==> config.mk <==
export PLATFORM = sky130hd
export DESIGN_NAME = dbus_arbiter
export DESIGN_NICKNAME = d
export VERILOG_FILES = /design/src/rtl/dbus_arbiter.sv
export SDC_FILE = /design/constraint.sdc
export NUM_CORES = 1
export LEC_CHECK = 0
export CAP_MARGIN = 20
export CORE_AREA = 10 10 113 115
export DETAILED_ROUTE_END_ITERATION = 12
export DIE_AREA = 0 0 123 125
export GPL_TIMING_DRIVEN = 1
export HOLD_SLACK_MARGIN = 0.05
export MAX_ROUTING_LAYER = met4
export PLACE_DENSITY_LB_ADDON = 0.12
export SLEW_MARGIN = 15
export SYNTH_ARGS = -nofsm -noshare
export SYNTH_HDL_FRONTEND = slang
export SYNTH_SLANG_ARGS = --single-unit
==> constraint.sdc <==
create_clock -name clk -period 5.65 [get_ports clk]
set_clock_uncertainty 0.15 [all_clocks]
set_input_delay 1.13 -clock clk [delete_from_list [all_inputs] [get_ports clk]]
set_output_delay 1.13 -clock clk [all_outputs]
set_load 0.005 [all_outputs]
==> src/rtl/dbus_arbiter.sv <==
// dbus_arbiter: shares the data bus between the RV32 core and the debug
// module's system-bus port. The debug module wins by default, bounded by a
// starvation guard for a running core; a watchdog closes transfers that the
// addressed slave never completes.
module dbus_arbiter #(
   parameter int AW             = 32,
   parameter int DW             = 32,
   parameter int MAX_DM_STREAK  = 4,
   parameter int TIMEOUT_CYCLES = 256
) (
   input  logic          clk,
   input  logic          rst,
   input  logic          core_halted,
   input  logic          c_bstart,
   input  logic [AW-1:0] c_addr,
   input  logic          c_ttype,
   input  logic [1:0]    c_tsize,
   input  logic [DW-1:0] c_wdata,
   output logic          c_bdone,
   output logic          c_berr,
   output logic [DW-1:0] c_rdata,
   input  logic          d_bstart,
   input  logic [AW-1:0] d_addr,
   input  logic          d_ttype,
   input  logic [1:0]    d_tsize,
   input  logic [DW-1:0] d_wdata,
   output logic          d_bdone,
   output logic          d_berr,
   output logic [DW-1:0] d_rdata,
   output logic          s_bstart,
   output logic [AW-1:0] s_addr,
   output logic          s_ttype,
   output logic [1:0]    s_tsize,
   output logic [DW-1:0] s_wdata,
   input  logic          s_bdone,
   input  logic [DW-1:0] s_rdata,
   output logic [1:0]    grant
);

   localparam int WD_W = (TIMEOUT_CYCLES > 2) ? $clog2(TIMEOUT_CYCLES) : 1;
   localparam logic [3:0]      STREAK_MAX = 4'(MAX_DM_STREAK);
   localparam logic [WD_W-1:0] WD_LAST    = WD_W'(TIMEOUT_CYCLES - 1);

   typedef enum logic [1:0] {
      IDLE  = 2'd0,
      GNT_C = 2'd1,
      GNT_D = 2'd2
   } state_t;

   state_t          state;
   state_t          state_nxt;
   logic [3:0]      streak;
   logic [WD_W-1:0] wd;
   logic            granted;
   logic            timeout;
   logic            done;

   assign granted = (state != IDLE);
   // The watchdog fires only when the slave stays silent in the last allowed
   // cycle; a completion in that same cycle wins and is reported as normal.
   assign timeout = granted && (wd == WD_LAST) && !s_bdone;
   assign done    = granted && (s_bdone || timeout);

   // State register: the grant is held until completion or watchdog expiry.
   always_ff @(posedge clk or posedge rst) begin
      if (rst) state <= IDLE;
      else     state <= state_nxt;
   end

   // Next-state: arbitrate only from IDLE, never re-grant mid-transfer.
   always_comb begin
      state_nxt = state;
      case (state)
         IDLE: begin
            if (c_bstart && d_bstart)
               state_nxt = (core_halted || (streak != STREAK_MAX)) ? GNT_D : GNT_C;
            else if (d_bstart)
               state_nxt = GNT_D;
            else if (c_bstart)
               state_nxt = GNT_C;
         end
         GNT_C, GNT_D: begin
            if (done) state_nxt = IDLE;
         end
         default: state_nxt = IDLE;
      endcase
   end

   // Starvation guard: counts DM wins over a running, waiting core.
   always_ff @(posedge clk or posedge rst) begin
      if (rst) begin
         streak <= '0;
      end else if (state == IDLE) begin
         if (!c_bstart)
            streak <= '0;
         else if (state_nxt == GNT_C)
            streak <= '0;
         else if ((state_nxt == GNT_D) && !core_halted && (streak != STREAK_MAX))
            streak <= streak + 4'd1;
      end
   end

   // Watchdog: counts open cycles of the current grant, zero outside a grant.
   always_ff @(posedge clk or posedge rst) begin
      if (rst)                   wd <= '0;
      else if (!granted || done) wd <= '0;
      else                       wd <= wd + WD_W'(1);
   end

   // Outputs: request mux on the registered grant, completion steered back.
   always_comb begin
      s_bstart = 1'b0;
      s_addr   = c_addr;
      s_ttype  = c_ttype;
      s_tsize  = c_tsize;
      s_wdata  = c_wdata;
      c_bdone  = 1'b0;
      c_berr   = 1'b0;
      c_rdata  = '0;
      d_bdone  = 1'b0;
      d_berr   = 1'b0;
      d_rdata  = '0;
      grant    = {state == GNT_D, state == GNT_C};
      case (state)
         GNT_C: begin
            s_bstart = c_bstart && !timeout;
            c_bdone  = s_bdone || timeout;
            c_berr   = timeout;
            c_rdata  = s_bdone ? s_rdata : '0;
         end
         GNT_D: begin
            s_bstart = d_bstart && !timeout;
            s_addr   = d_addr;
            s_ttype  = d_ttype;
            s_tsize  = d_tsize;
            s_wdata  = d_wdata;
            d_bdone  = s_bdone || timeout;
            d_berr   = timeout;
            d_rdata  = s_bdone ? s_rdata : '0;
         end
         default: ;
      endcase
   end

endmodule

# After elaboration in Yosys (flattened, before gate mapping)
# Index checks and enable logic that the tools add are counted.
[word_totals]
register_bits = 14
latch_bits = 0
ramBits = 0
romBits = 0
input_bits = 172
word_cells = 53
memories = 0
[classes]
addsub = 2
mul = 0
n_div = 0
order_cmp = 0
n_eq_ne = 7
n_shift = 0
mux = 22
n_bitwise = 0
n_reduce_logical = 19
[ops]
columns = ["cell", "count"]
rows = [
  ["32-bit two-way mux", 5],
  ["2-bit two-way mux", 6],
  ["4-bit two-way mux", 3],
  ["8-bit by 1-bit adder with 8-bit output (second input constant)", 1],
  ["8-bit == test (second input constant)", 1],
  ["1-bit logical AND", 8],
  ["8-bit two-way mux", 1],
  ["1-bit two-way mux", 5],
  ["4-bit by 1-bit adder with 4-bit output (second input constant)", 1],
  ["2-bit by 1-bit == test with 1-bit output (second input constant)", 2],
  ["2-bit == test (second input constant)", 2],
  ["1-bit logical NOT", 4],
  ["4-bit by 3-bit != test with 1-bit output (second input constant)", 1],
  ["2-bit case mux with 2 select lines", 1],
  ["1-bit logical OR", 3],
  ["3-bit by 1-bit != test with 1-bit output (second input constant)", 1],
  ["2-bit logical NOT", 1],
  ["1-bit case mux with 2 select lines", 1],
  ["2-bit AND reduction", 1],
  ["2-bit nonzero test", 1],
  ["2-bit OR reduction", 1],
]

# Longest topological paths before layout
[depth]
ltp_word = 13
mapped_depth = 8

# Worst setup path after synthesis
# OpenSTA, ideal clock, no wires.
[synth_timing]
kind = "reg2out"
from = "register state[0]"
to = "output s_addr[0]"
t_arrival_ps = 1779
required_ps = 4370
path_slack_ps = 2591
stages_incl_launch_ff = 6
path_buffers = 2
path_cell_list = "dfrtp_1 inv_1 ha_1 clkbuf_1 buf_1 mux2_2"
[synth_via]
elab_chain_cells = 2
[synth_lines]
columns = ["element", "line_no", "text"]
rows = [
  ["start: declaration", "50", "state_t state;"],
  ["start signal: assignment", "67", "else state <= state_nxt;"],
  ["2-bit == test", "-", ""],
  ["via grant[1]", "37", "output logic [1:0] grant"],
  ["32-bit two-way mux", "124", "case (state)"],
  ["end: declaration", "31", "output logic [AW-1:0] s_addr,"],
]
# The timed path passes the listed nets, and every way through them passes these cells.

# Worst setup path after layout
[layout_timing]
from = "input s_bdone"
to = "output d_rdata[18]"
[layout_via]
elab_chain_cells = 2
[layout_lines]
columns = ["element", "line_no", "text"]
rows = [
  ["start: declaration", "35", "input logic s_bdone,"],
  ["32-bit two-way mux", "139", "d_rdata = s_bdone ? s_rdata : '0;"],
  ["32-bit two-way mux", "124", ""],
  ["end: declaration", "29", "output logic [DW-1:0] d_rdata,"],
]
# No other way between the ends.

==> qor.txt <==
Share of the synthesized area in the top cell type = 34.6%
Flops & latches, synth = 14
Initial Util = 20.6%
Pleak = 2.28 nW
H-tree Lvls = 1
Tmin final = 4.21 ns
Residual DRC = 0
Setup TNS = 0 ns
Most common cell in the netlist = mux2_2
RSZ-0062 raised after global routing = false
Cts repair resizes = 0
Longest Clk Path Bufs = 2
Fin crit share = 74.4%
Port buffer count = 309
Postcts setup bufs = 0
CTS tree = built
CP Max Fanout = 64
Status = completed
P per Cell Area = 245 nW/um2
Iter 0 DRT Violations = 205
Clk_lat worst skew = 0.25 ns
Share of layout cells above drive strength 1 = 14.6%
Top FF cell, synth = dfrtp_1
Core Area = 10600 um2
Met3 usage = 5.54%
Synth async-reset ratio = 100%
Antenna-violating nets left = 0
Tightest Hold Check Type = register to register
Routability cong. = 0.895
Total track usage = 20.5%
Final Hold Fails = 0
Die Area = 15400 um2
Final WL = 16800 um
Root Driver = clkbuf_8
Cell area after layout = 5460 um2
Via count = 3165
Critical path startpoint category = input pin
Met2 usage = 37.6%
Final setup viols = 0
Max_cap viols = 0
Largest net degree at the start of global routing = 65
Dpl ws = 1.44 ns
Post-synthesis sequential area ratio = 16.1%
Grt peak-use layer = met2
Boundary Pins = 310
DP HPWL = 14500 um
Hold Buf Count CTS = 0
Critical path type = input pin to output pin
Num rows = 38
Fmax = 238 MHz
Initial antenna violation count = 1
Post-Syn Nets = 431
Largest area contributor in the netlist = mux2_2
Crit path required time = 4.37 ns
Arrival time worst endpoint = 2.93 ns
Synthesized instance count = 252
Number of vias per cell = 4.60
Vias in the first global route = 3129
Top cells by count, synth = mux2_2 (67), and3_1 (66), clkbuf_1 (18)
Area grow syn2layout = 150%
Slew Viols, Final = 0
Clock slew at reported path FFs = 0.06 ns
Grt met1 use = 21.3%
Setup WS post-layout = 1.44 ns
Die X = 123 um
Grt total ovfl = 0
CTS buffer count = 3
DP Area = 5410 um2
EDFF count, synth = 0
Die H = 125 um
Drt wl/cell = 24.4 um
First-pass GRT wire length = 23400 um
Post-layout nets = 727
Library cells used by synthesis = 44
Drt pass-1 iters = 4
Worst slew pin tran = 1.05 ns
Mean area per synthesized cell = 8.66 um2
Worst setup EP type = output pin
Ys Warns = 0
Relative slew slack = 30.1%
Synth area leaders = mux2_2 (35%), and3_1 (19%), dfrtp_1 (16%)
CTS Sinks = 14
Worst hold slack = 0.381 ns
VDD IR max = 0.167 mV
Cell area after synthesis = 2180 um2
## area by class of cell
class | instances | area [um2]
Inverter | 11 | 41.3
Sequential cell | 14 | 350
Antenna cell | 1 | 2.50
Clock buffer | 4 | 55.1
Tap cell | 140 | 175
Fill cell | 996 | 5140
Timing Repair Buffer | 312 | 3120
Multi-Input combinational cell | 206 | 1720
## sequential cells by signal (all words and copies together) (netlist names)
| register | count |
|---|---|
| state | 2 |
| streak | 4 |
| wd | 8 |
## worst paths after layout
kind                                     from               endpoint  slack [ns]  cells after the start
setup / recovery                      s_bdone            d_rdata[18]        1.44                      4
hold / removal                wd[0]$_DFF_PP0_        wd[0]$_DFF_PP0_        0.38                      1
setup reg to reg           state[0]$_DFF_PP0_  streak[0]$_DFFE_PP0P_        3.00                      8
hold reg to reg               wd[0]$_DFF_PP0_        wd[0]$_DFF_PP0_        0.38                      1
max in group asynchronous                 rst  streak[2]$_DFFE_PP0P_        3.91                      2
min in group asynchronous                 rst        wd[3]$_DFF_PP0_        1.08                      2
## per-stage QoR
| step | utilization, % | cells | total power, mW |
|---|---|---|---|
| 4_1_cts | 51.5 | 687 | 1.36 |
| 2_1_floorplan | - | 252 | 0.613 |
| 5_1_grt | 51.5 | 688 | 1.42 |
| 6_report | 51.5 | 688 | 1.34 |
| 3_5_place_dp | 51.0 | 683 | 1.25 |
| 3_3_place_gp | 51.0 | 683 | 1.24 |
## cells in the final DEF, fill, tap and decap left out, types with 2 or more instances in the layout
cell type | Yosys | layout
clkdlybuf4s50_1 | 0 | 309
inv_1 | 11 | 11
nand4_1 | 2 | 2
and3_1 | 66 | 66
buf_4 | 0 | 3
ha_1 | 7 | 6
and2_1 | 3 | 3
nand2_1 | 7 | 7
nor2_1 | 11 | 11
dfrtp_1 | 14 | 14
nand3_1 | 4 | 4
clkbuf_8 | 0 | 4
o21ai_0 | 2 | 2
xor2_1 | 5 | 5
mux2_2 | 67 | 67
nor2b_1 | 3 | 3
## worst max-delay path, stage by stage
cell	delay (ns)
clkdlybuf4s50_1	0.55
buf_4	0.43
and3_1	0.23
clkdlybuf4s50_1	0.57
## cells by family after synthesis
family,share of synthesized area (%)
AND/OR/NAND/NOR,29.0
AO/OA/AOI/OAI,8.03
flip-flops,16.1
adder cells (fa/ha/maj),4.01
multiplexers,35.0
XOR/XNOR,2.41
buffers and inverters,5.50
## where the power goes
group	internal [mW]	total (mW)	switching, mW
logic	0.664	1.10	0.436
clock network	0.0618	0.0985	0.0367
registers	0.116	0.142	0.0262
total	0.842	1.34	0.499
## routing by layer
metal  wire length, um  part of all wire (%)
met3              1440                   8.6
met4               286                   1.7
met1              5860                    35
met5                 0                     0
met2              9170                    55
Note: power is estimated with default switching activity, not from simulation.
==> patch, RTL diff (config.mk and constraints unchanged) <==
The parameter `AW` goes from 32 to 48.
--- a/src/rtl/dbus_arbiter.sv
+++ b/src/rtl/dbus_arbiter.sv
@@ -5,3 +5,3 @@
 module dbus_arbiter #(
-   parameter int AW             = 32,
+   parameter int AW             = 48,
    parameter int DW             = 32,
Ports: changed (resized c_addr, d_addr and s_addr); port bits go from 310 to 358. The function was not compared with the original's and may differ.
==> patch against the original RTL <==
Wire length grew 20%. Sequential cell count is the same. Sequential share of layout area shrank 0.70 points. First-iteration DRC count shrank 14%. Final area grew 12%. Area after synthesis grew 8.5%. Via count grew 14%. Highest routed layer unchanged. Largest cell class unchanged. Critical path type unchanged. Worst setup slack lost 200 ps. Clock power grew 4%. Power grew 14%.
==> patch: results (changes against the original RTL) <==
* Outcome: finished clean
* Count of TritonRoute iterations in the first routing pass at 4 (unchanged)
* Worst-path clk slew at 60 ps (about the same)
* Layout cells sized above 1 at 0.1541 (+0.007846)
* CP delay by family, top: buffers and inverters
* CTS Buf Count at 3 (unchanged)
* H-Tree Depth at 1 (unchanged)
* P&R area growth vs syn at 159.2%
* DPL Wire Length at 17.88 mm (+23%)
* Initial DRC Count at 176 (-14%)
* Final Critical Period at 4407 ps (+200.5 ps)
* # Post-CTS Setup Buffers at 0 (unchanged)
* CP arrival at 3130 ps (+200 ps)
* Top flop regs: wd x8, streak x4, state x2
* Nets at 822 (+13%)
* Vias in the first global route at 3962 (+27%)
* All-Layer GR Usage at 0.2468 (+0.04150)
* CP max stage delay at 820 ps (+250 ps)
* Inst Count DP at 746 (+9.2%)
* Synth top cells by count: mux2_2, and3_1, clkbuf_1
* Worst skew pair latency at 250 ps (about the same)
* Syn_nets at 481 (+12%)
* Library cells used by synthesis at 42 (-4.5%)
* Crit-path slowest cell: clkdlybuf4s50_1
* Slew margin rel. at 0.3300 (+0.02914)
* Port Buffers at 357 (+16%)
* Largest net degree at the start of global routing at 73 (+12%)
* Post-route insts no fill at 755 (+9.7%)
* Routability cong. at 1.006 (+12%)
* Placed Area at 6070 µm² (+12%)
* Post_cts resized at 0 (unchanged)
* P_leak at 2.527 nW (+11%)
* First-pass GRT wire length at 27.34 mm (+17%)
* Min Hold Slack at 375.1 ps (-5.443 ps)
* Syn Area/Cell at 8.768 µm² (+1.3%)
* Initial antenna violation count at 4 (+3)
* Peak VDD IR at 0.1587 mV (-4.8%)
* Hold WC Path Type: flop to flop
* Worst-path fanout max at 47 (-27%)
* CTS root buf: clkbuf_8
* Total Wirelength at 20.04 mm (+20%)
* Main flop type after synthesis: dfrtp_1
* Via density per instance at 4.793 (+4.2%)
* Register area share after synthesis at 0.1480 (-0.01256)
* Place WS at 1262 ps (-179.7 ps)
* Clock Path Buffers at 2 (unchanged)
* Largest cells by area after synthesis: mux2_2, and3_1, dfrtp_1
* R2r setup slk at 2920 ps (-80 ps)
* YS warnings at 0 (unchanged)
## patch: logic make-up (layout without fill, tap and decap cells)
family	Yosys count	in the layout	synth area share
AND/OR/NAND/NOR	105	105	0.2659
adder cells (fa/ha/maj)	7	7	0.03700
AO/OA/AOI/OAI	20	20	0.07401
other	0	5	0
flip-flops	14	14	0.1480
XOR/XNOR	6	6	0.02220
buffers and inverters	34	374	0.05391
multiplexers	84	84	0.3991
## patch: final timing paths
| kind | startpoint | endpoint | depth (start not counted) |
|---|---|---|---|
| min in group asynchronous | rst | streak[3]$_DFFE_PP0P_ | 2 |
| max in group asynchronous | rst | wd[2]$_DFF_PP0_ | 2 |
| worst max register to register | state[0]$_DFF_PP0_ | streak[0]$_DFFE_PP0P_ | 8 |
| worst min register to register | wd[0]$_DFF_PP0_ | wd[0]$_DFF_PP0_ | 1 |
| worst max-delay path | s_bdone | c_rdata[14] | 4 |
| worst min-delay path | wd[0]$_DFF_PP0_ | wd[0]$_DFF_PP0_ | 1 |
## patch: routing by layer
metal / vias to the layer above / GRT usage / share of wire
li1: 1677 / - / -
met1: 1687 / 0.2214 / 0.33
met2: 233 / 0.4784 / 0.55
met3: 22 / 0.08191 / 0.098
met4: 0 / 0.06032 / 0.021
met5: - / - / 0
## patch: report_power, final
group	internal, W	leakage (nW)	switching [W]
registers	0.000116	0.192	0.0000254
logic	0.000773	2.31	0.000511
clock network	0.0000618	0.0288	0.0000398
total	0.000951	2.53	0.000576
## patch: layout make-up
class | instances | area [µm²]
fillers | 904 | 4466
repair buffers | 359 | 3601
multi-input cells | 222 | 1902
flip-flops and latches | 14 | 350.3
well taps | 140 | 175.2
clock buffers | 4 | 55.05
inverters | 11 | 41.29
diodes | 5 | 12.51
